### src/rtl/input_vc_buffer.sv
// input_vc_buffer: two-VC input buffer feeding route_comp.
// Ports: clk/rst, flit_in(+valid) from link, stall from downstream;
// flit_out/flit_valid_out/dir_in to route_comp, credit_out per VC,
// overflow_err sticky on a write to a full VC.
module input_vc_buffer #(
  parameter int FLIT_SIZE    = 32,
  parameter int HEADER_LEN   = 2,
  parameter int VC_CLASS_POS = 29,
  parameter int VC_DEPTH     = 8,
  parameter logic [2:0] PORT_DIR = 3'd0,
  parameter logic [HEADER_LEN-1:0] HEAD_FLIT   = 'd0,
  parameter logic [HEADER_LEN-1:0] BODY_FLIT   = 'd1,
  parameter logic [HEADER_LEN-1:0] TAIL_FLIT   = 'd2,
  parameter logic [HEADER_LEN-1:0] SINGLE_FLIT = 'd3
) (
  input  logic                 clk,
  input  logic                 rst,
  input  logic [FLIT_SIZE-1:0] flit_in,
  input  logic                 flit_in_valid,
  input  logic                 stall,
  output logic [FLIT_SIZE-1:0] flit_out,
  output logic                 flit_valid_out,
  output logic [2:0]           dir_in,
  output logic [1:0]           credit_out,
  output logic                 overflow_err
);

  localparam int PW = $clog2(VC_DEPTH);
  localparam int CW = PW + 1;

  typedef logic [FLIT_SIZE-1:0]  flit_t;
  typedef logic [HEADER_LEN-1:0] ftype_t;

  typedef enum logic [1:0] {
    S_IDLE  = 2'd0,
    S_LOCK0 = 2'd1,
    S_LOCK1 = 2'd2
  } state_t;

  state_t r_state;
  state_t w_state_nxt;
  logic   r_rr;
  logic   w_rr_nxt;
  logic   r_wlock;

  flit_t  w_front [2];
  ftype_t w_ftype [2];
  logic [1:0] w_empty;
  logic [1:0] w_full;
  logic [1:0] w_cand;
  logic [1:0] w_wreq;
  logic [1:0] w_push;
  logic [1:0] w_pop;

  logic   w_grant;
  logic   w_gvc;

  ftype_t w_in_type;
  logic   w_in_hs;
  logic   w_wvc;

  flit_t  r_flit_out;
  logic   r_valid_out;
  logic   r_ovf;

  // Write steering: heads/singles carry their VC, bodies/tails follow
  // the VC of the last head seen on the link.
  assign w_in_type = flit_in[FLIT_SIZE-1 -: HEADER_LEN];
  assign w_in_hs   = (w_in_type == HEAD_FLIT) ||
                     (w_in_type == SINGLE_FLIT);
  assign w_wvc     = w_in_hs ? flit_in[VC_CLASS_POS] : r_wlock;

  always_ff @(posedge clk) begin
    if (rst) begin
      r_wlock <= 1'b0;
    end else if (flit_in_valid && (w_in_type == HEAD_FLIT)) begin
      r_wlock <= flit_in[VC_CLASS_POS];
    end
  end

  genvar g;
  for (g = 0; g < 2; g++) begin : g_vc
    flit_t         r_mem [VC_DEPTH];
    logic [PW-1:0] r_wptr;
    logic [PW-1:0] r_rptr;
    logic [CW-1:0] r_cnt;

    assign w_front[g] = r_mem[r_rptr];
    assign w_ftype[g] = w_front[g][FLIT_SIZE-1 -: HEADER_LEN];
    assign w_empty[g] = (r_cnt == '0);
    assign w_full[g]  = (r_cnt == CW'(VC_DEPTH));
    assign w_cand[g]  = !w_empty[g] &&
                        ((w_ftype[g] == HEAD_FLIT) ||
                         (w_ftype[g] == SINGLE_FLIT));
    assign w_pop[g]   = w_grant && (w_gvc == 1'(g));
    assign w_wreq[g]  = flit_in_valid && (w_wvc == 1'(g));
    // A pop in the same cycle frees the slot, so a full VC
    // still accepts the write.
    assign w_push[g]  = w_wreq[g] && (!w_full[g] || w_pop[g]);

    always_ff @(posedge clk) begin
      if (w_push[g] && !rst) begin
        r_mem[r_wptr] <= flit_in;
      end
    end

    always_ff @(posedge clk) begin
      if (rst) begin
        r_wptr <= '0;
        r_rptr <= '0;
        r_cnt  <= '0;
      end else begin
        if (w_push[g]) begin
          r_wptr <= r_wptr + PW'(1);
        end
        if (w_pop[g]) begin
          r_rptr <= r_rptr + PW'(1);
        end
        unique case ({w_push[g], w_pop[g]})
          2'b10:   r_cnt <= r_cnt + CW'(1);
          2'b01:   r_cnt <= r_cnt - CW'(1);
          default: r_cnt <= r_cnt;
        endcase
      end
    end
  end

  // Packet-level arbiter: only heads/singles open a grant while idle;
  // a head locks the output to its VC until the tail leaves.
  always_comb begin
    w_state_nxt = r_state;
    w_rr_nxt    = r_rr;
    w_grant     = 1'b0;
    w_gvc       = 1'b0;
    if (!stall) begin
      unique case (r_state)
        S_IDLE: begin
          if (w_cand[r_rr]) begin
            w_grant = 1'b1;
            w_gvc   = r_rr;
          end else if (w_cand[~r_rr]) begin
            w_grant = 1'b1;
            w_gvc   = ~r_rr;
          end
          if (w_grant) begin
            w_rr_nxt = ~w_gvc;
            if (w_ftype[w_gvc] == HEAD_FLIT) begin
              w_state_nxt = w_gvc ? S_LOCK1 : S_LOCK0;
            end
          end
        end
        S_LOCK0, S_LOCK1: begin
          w_gvc = (r_state == S_LOCK1);
          if (!w_empty[w_gvc]) begin
            w_grant = 1'b1;
            if (w_ftype[w_gvc] == TAIL_FLIT) begin
              w_state_nxt = S_IDLE;
            end
          end
        end
        default: begin
          w_state_nxt = S_IDLE;
        end
      endcase
    end
  end

  always_ff @(posedge clk) begin
    if (rst) begin
      r_state <= S_IDLE;
      r_rr    <= 1'b0;
    end else begin
      r_state <= w_state_nxt;
      r_rr    <= w_rr_nxt;
    end
  end

  always_ff @(posedge clk) begin
    if (rst) begin
      r_flit_out  <= '0;
      r_valid_out <= 1'b0;
    end else if (!stall) begin
      if (w_grant) begin
        r_flit_out  <= w_front[w_gvc];
        r_valid_out <= 1'b1;
      end else begin
        r_valid_out <= 1'b0;
      end
    end
  end

  always_ff @(posedge clk) begin
    if (rst) begin
      r_ovf <= 1'b0;
    end else if (|(w_wreq & w_full & ~w_pop)) begin
      r_ovf <= 1'b1;
    end
  end

  assign flit_out       = r_flit_out;
  assign flit_valid_out = r_valid_out;
  assign credit_out     = rst ? 2'b00 : w_pop;
  assign overflow_err   = r_ovf;
  assign dir_in         = PORT_DIR;

endmodule

### config.mk
export PLATFORM = sky130hd
export DESIGN_NAME = input_vc_buffer
export DESIGN_NICKNAME = d
export VERILOG_FILES = /design/src/rtl/input_vc_buffer.sv
export SDC_FILE = /design/constraint.sdc
export NUM_CORES = 1
export LEC_CHECK = 0
export ABC_AREA = 1
export CAP_MARGIN = 20
export CORE_ASPECT_RATIO = 0.7
export CORE_UTILIZATION = 35
export DETAILED_ROUTE_END_ITERATION = 8
export GPL_TIMING_DRIVEN = 0
export SLEW_MARGIN = 10
export SYNTH_ARGS = -nofsm -noshare
export SYNTH_HDL_FRONTEND = slang
export SYNTH_SLANG_ARGS = --single-unit
export TNS_END_PERCENT = 20
### constraint.sdc
create_clock -name clk -period 7 [get_ports clk]
set_input_delay 2.1 -clock clk [delete_from_list [all_inputs] [get_ports clk]]
set_output_delay 2.1 -clock clk [all_outputs]
set_load 0.02 [all_outputs]
Word level (Yosys, flattened, before mapping):

Memories as Yosys holds them, arrays and structs flattened. A register that Yosys moved wholly into a read port is not among the register bits.
Cells that the tools add are included.

* $add $sub $neg: 8
* order comparisons: 6
* equality and inequality tests: 16
* multiplexer cells: 47
* bitwise operators: 11
* reduce and logical (&&, ||, !) cells: 35

Operators by type and width (number)
* $mux 32: 3
* $mux 2: 12
* $mux 1: 23
* $pmux 4 s2: 2
* $eq 2x2->1 const B: 7
* $add 3x1->3 const B: 4
* $mux 3: 4
* $logic_and 1x1->1: 11
* $logic_not 2->1: 5
* $add 4x1->4 const B: 2
* $eq 4x4->1 const B: 2
* $logic_not 4->1: 2
* $sub 4x1->4 const B: 2
* $eq 2x1->1 const B: 3
* $ge 2x2->1 const B: 3
* $lt 1x2->1 const B: 3
* $ne 2x2->1 const B: 3
* $not 1->2: 3
* $logic_not 1->1: 5
* $logic_or 1x1->1: 5
* $not 1->1: 5
* $reduce_and 5->1: 1
* $and 2x2->2: 2
* $pmux 1 s2: 2
* 7 further kinds: 9

* register bits after elaboration: 58
* memory bits (writable): 512
* memories: 2

Memory list
* g_vc[0].r_mem: words 8, bits a word 32, read ports 1, clocked after memory_dff 1, write ports 1, RTL line 83 `flit_t r_mem [VC_DEPTH];`
* g_vc[1].r_mem: words 8, bits a word 32, read ports 1, clocked after memory_dff 1, write ports 1, RTL line 83

Longest topological paths before layout:

* depth in word-level cells: 18
* mapped depth: 23
* depth with buffers taken out: 23

Least setup slack after synthesis:

Ideal clock, no wire load.

* kind: input to register
* start: in flit_in[30]
* end: mem g_vc[0].r_mem[4][0] (netlist name), enable pin
* library setup time: 0.461 ns
* arrival time: 5.300 ns
* required time: 6.539 ns
* path slack: 1.239 ns
* stages: 9
* buffers on the path: 0
* cell sequence: inv_1 > ha_1 > o21ai_0 > nand2_1 > inv_1 > o21ai_2 > inv_2 > nand2_1 > nor3_1

* word-level cells in the longest chain between the ends: 9
* elaborated cells between the ends (all ways): 10
* classes of those cells: 1 x eq/ne; 3 x mux; 1 x bitwise; 5 x reduce/logical

RTL lines
* start, declared: RTL line 18 `input logic [FLIT_SIZE-1:0] flit_in,`
* $eq 2x2->1 / $logic_not 2->1 (equally long branches): RTL line 70, 69
* $logic_or 1x1->1 (*): RTL line 69 `assign w_in_hs = (w_in_type == HEAD_FLIT) ||`
* $mux 1 (*): RTL line 71 `assign w_wvc = w_in_hs ? flit_in[VC_CLASS_POS] : r_wlock;`
* $not 1->1 (*): RTL line 96 `assign w_wreq[g] = flit_in_valid && (w_wvc == 1'(g));`
* $logic_and 1x1->1 (*): RTL line 96
* $logic_and 1x1->1 (*): RTL line 99 `assign w_push[g] = w_wreq[g] && (!w_full[g] || w_pop[g]);`
* $logic_and 1x1->1 (*): RTL line 102 `if (w_push[g] && !rst) begin`
* $mux 1 (*): RTL line 102
* $mux 1 (implied by the code) (*): RTL line 103 `r_mem[r_wptr] <= flit_in;`
* end, declared: RTL line 83

Every way passes the cells marked *; elsewhere a longest branch is shown, timed or not.

Worst setup path in the final report:

* start: in stall
* end: out credit_out[1]

* word-level cells in the longest chain between the ends: 3
* elaborated cells between the ends (all ways): 4
* classes of those cells: 3 x mux; 1 x reduce/logical

RTL lines
* start, declared: RTL line 20 `input logic stall,`
* $mux 1: RTL line 135 `if (!stall) begin`
* $logic_and 1x1->1 (*): RTL line 95 `assign w_pop[g] = w_grant && (w_gvc == 1'(g));`
* $mux 2 (*): RTL line 202 `assign credit_out = rst ? 2'b00 : w_pop;`
* end, declared: RTL line 24 `output logic [1:0] credit_out,`

Marks and branches as above.

==> summary.txt <==
Outcome
  • Outcome: finished clean

Pwr
  • Power share of the clock group: 0.339
  • PD cells: 338 nW/um^2
  • Max VDD drop: 0.000169 V
  • Switching share of total power: 0.311
  • Sequential share of power: 0.445
  • Combinational share of power: 0.216
  • Leak: 8.93 nW
  • Internal power: 6.27 mW
  • Psw: 2.83 mW

Detailed routing
  • Max Used Layer: met5
  • Post-route ant nets: 0
  • Wire length on met1: 29,600 microns
  • Wire length per cell: 23.4 microns
  • Via count: 15.6k
  • Post-Route WL: 66,800 microns
  • DR WL met3: 6250 microns
  • Vias per inst: 5.45
  • DRT iter0 DRCs: 1,896
  • DRC viols: 0
  • Drt first pass iters: 7
  • Met2 WL: 28,900 microns

CTS
  • Clk pin slew, worst setup/hold paths: 0.06 ns
  • Post-CTS Setup Inserts: 0
  • Hold_buf cts: 0
  • Post-CTS sizing: 0
  • CTS buffer count: 56
  • Worst-Skew Late Latency: 0.63 ns
  • Clk root buf: clkbuf_16
  • CTS sink cnt: 576
  • TritonCTS clock tree: yes
  • Depth of the CTS H-tree: 2
  • Clk buf depth: 3

Synth
  • Synth unique cells: 39
  • Asr flop ratio synth: 0
  • Predominant post-synthesis flop cell: edfxtp_1
  • Synth top area cells: edfxtp_1 68%, o21ai_0 7.5%, dfxtp_1 5.7%
  • Cell Area, Synth: 22,700 sq um
  • Most numerous cell in the Yosys netlist: edfxtp_1
  • Post-synth top area share: 0.678
  • Sequential share of the synthesized area: 0.735
  • Mapped Avg Cell Area: 12.5 sq um
  • Yosys reg bits: 576
  • Post-synth EDFFs: 512
  • Leading area contributor after synthesis: edfxtp_1
  • Post-synth top cells: 512 x edfxtp_1, 339 x o21ai_0, 300 x nor2_1
  • Yosys warnings: 0
  • Synthesized instance count: 1,814

Setup path
  • Arrival @ worst endpoint: 4.38 ns
  • Worst EP required: 4.90 ns
  • Buf+Inv Stages, Crit Path: 3
  • Critical Path Max Stage Delay: 0.60 ns
  • CP Capture Type: primary output
  • Startpoint types: primary input
  • Critical path type: in2out
  • CP top delay family: buffers and inverters
  • Critical Path Fanout Max: 10
  • Crit path top cell by count: clkdlybuf4s50_1
  • CP cell instances: clkdlybuf4s50_1, nor2_1, nand2_2, nor2_4, nand2_1, inv_1, clkdlybuf4s50_1
  • Worst path slowest cell: clkdlybuf4s50_1

STA
  • RSZ-0062 raised after global routing: false
  • Final setup violation count: 0
  • Period minus WS final: 6.48 ns
  • Hold WS: 0.459 ns
  • Slew Viols, Final: 0
  • Worst rel slew slack: 0.374
  • Worst-Margin Slew: 0.938 ns
  • Final cycle utilization of the critical path: 0.925
  • Hold Fails Final Rpt: 0
  • Skew final: 0.0238 ns
  • FMAX: 0.154 GHz

Worst hold path
  • HP Class: reg2reg

Die
  • Initial core utilization: 0.357
  • Placement Rows: 77
  • Die W: 306 microns
  • Die Ht: 215 microns
  • Die Footprint: 65,800 sq um
  • Core ar.: 63,600 sq um
  • Io pins: 75

Finish
  • Share of layout cells above drive strength 1: 0.0856
  • Non-filler cells, final: 2,851
  • Area Overhead vs Synth: 18.6%
  • Area of the multi-input gates: 5400 sq um
  • Fillers: 5,748
  • Register area: 16,700 sq um
  • Layout Nets: 2,019

Global routing
  • GRT overflow: 0
  • Initial antenna violation count: 3
  • Vias in the first global route: 15.1k
  • Gr usage total: 0.201
  • First-pass GRT wire length: 98,000 microns
  • Largest net degree at the start of global routing: 22

Place
  • Global placer's final weighted congestion: 0.847
  • Cell count after placement: 2,744
  • HPWL Detailed: 45,100 microns
  • PortBufs: 71

Run
  • Max-Cap Viols: 0
## layout make-up
cell class              instances  share of cell area
diodes                          1           0.0000931
plain buffers                 114              0.0179
clock buffers                  81              0.0605
clock inverters                25             0.00987
inverters                      68             0.00949
multi-input cells            1058               0.201
flip-flops and latches        576               0.620
well taps                     829              0.0386
repair buffers                 99              0.0432
## per-stage QoR
| stage | utilization | TNS (ns) | setup slack [ns] | instance area [sq um] | total power, mW |
|---|---|---|---|---|---|
| 6_report | 0.423 | 0 | 0.524 | 26900 | 9.10 |
| 5_1_grt | 0.423 | 0 | 0.392 | 26900 | 9.42 |
| 4_1_cts | 0.423 | 0 | 0.513 | 26900 | 9.11 |
| 3_5_place_dp | 0.393 | 0 | 0.512 | 25000 | 6.05 |
| 3_3_place_gp | 0.384 | -522.02 | -2.70 | 24400 | 6.00 |
| 2_1_floorplan | - | 0 | 1.24 | 22700 | 5.14 |
## state kept, by name, indices dropped and copies added, names as in the netlist, named ones only
name and count:
flit_out 32, flit_valid_out 1, g_vc.r_cnt 8, g_vc.r_mem 512, g_vc.r_rptr 6, g_vc.r_wptr 6, overflow_err 1, r_rr 1
r_state 2, r_wlock 1
## cell families (layout without fill, tap and decap cells)
kind of cell	count (synthesis)	after routing	synth area share
other cells	1	4	0.000165
fa+ha+maj	10	10	0.00552
xor+xnor	4	4	0.00154
simple gates	515	515	0.0912
compound gates	526	526	0.135
buf+inv	182	387	0.0324
flops	576	576	0.735
## worst min-delay path: stages, from the launching register on
cell     delay [ns]
dfxtp_1        0.30
inv_1          0.06
a21oi_1        0.06
## power groups by stage
stage	combinational [mW]	clock (mW)	sequential, mW
2_1_floorplan	0.989	0	4.15
3_3_place_gp	1.87	0	4.12
3_5_place_dp	1.93	0	4.12
4_1_cts	1.94	3.12	4.05
5_1_grt	2.12	3.24	4.06
6_report	1.96	3.08	4.05
## metal layers
metal / up-vias / track usage
li1: 6975 / -
met1: 7691 / 0.292
met2: 742 / 0.297
met3: 140 / 0.0408
met4: 4 / 0.0727
met5: - / 0
## cell usage in the layout, fill, tap and decap left out, drive strengths merged
cell / instances
clkinv: 18
nand3: 45
buf: 46
a21boi: 2
inv: 70
or2: 4
and3: 1
ha: 10
o21a: 24
conb: 3
nand4: 3
o221ai: 64
nand2: 154
bufinv: 4
a211oi: 1
a21oi: 23
diode: 1
o211ai: 3
clkdlybuf4s50: 71
o22ai: 60
nor3: 7
clkinvlp: 1
nor2: 301
edfxtp: 512
xor2: 4
a31oi: 5
clkbuf: 177
dfxtp: 64
o21ai: 344
## final timing paths
kind | startpoint | endpoint | slack [ns] | cells past startpoint
worst max-delay path | stall | credit_out[1] | 0.52 | 7
worst min-delay path | r_wlock | r_wlock | 0.46 | 2
worst max register to register | flop | g_vc[0].r_mem[5][16] | 2.99 | 16
worst min register to register | r_wlock | r_wlock | 0.46 | 2
No activity file was read; power rests on OpenSTA's default activity.
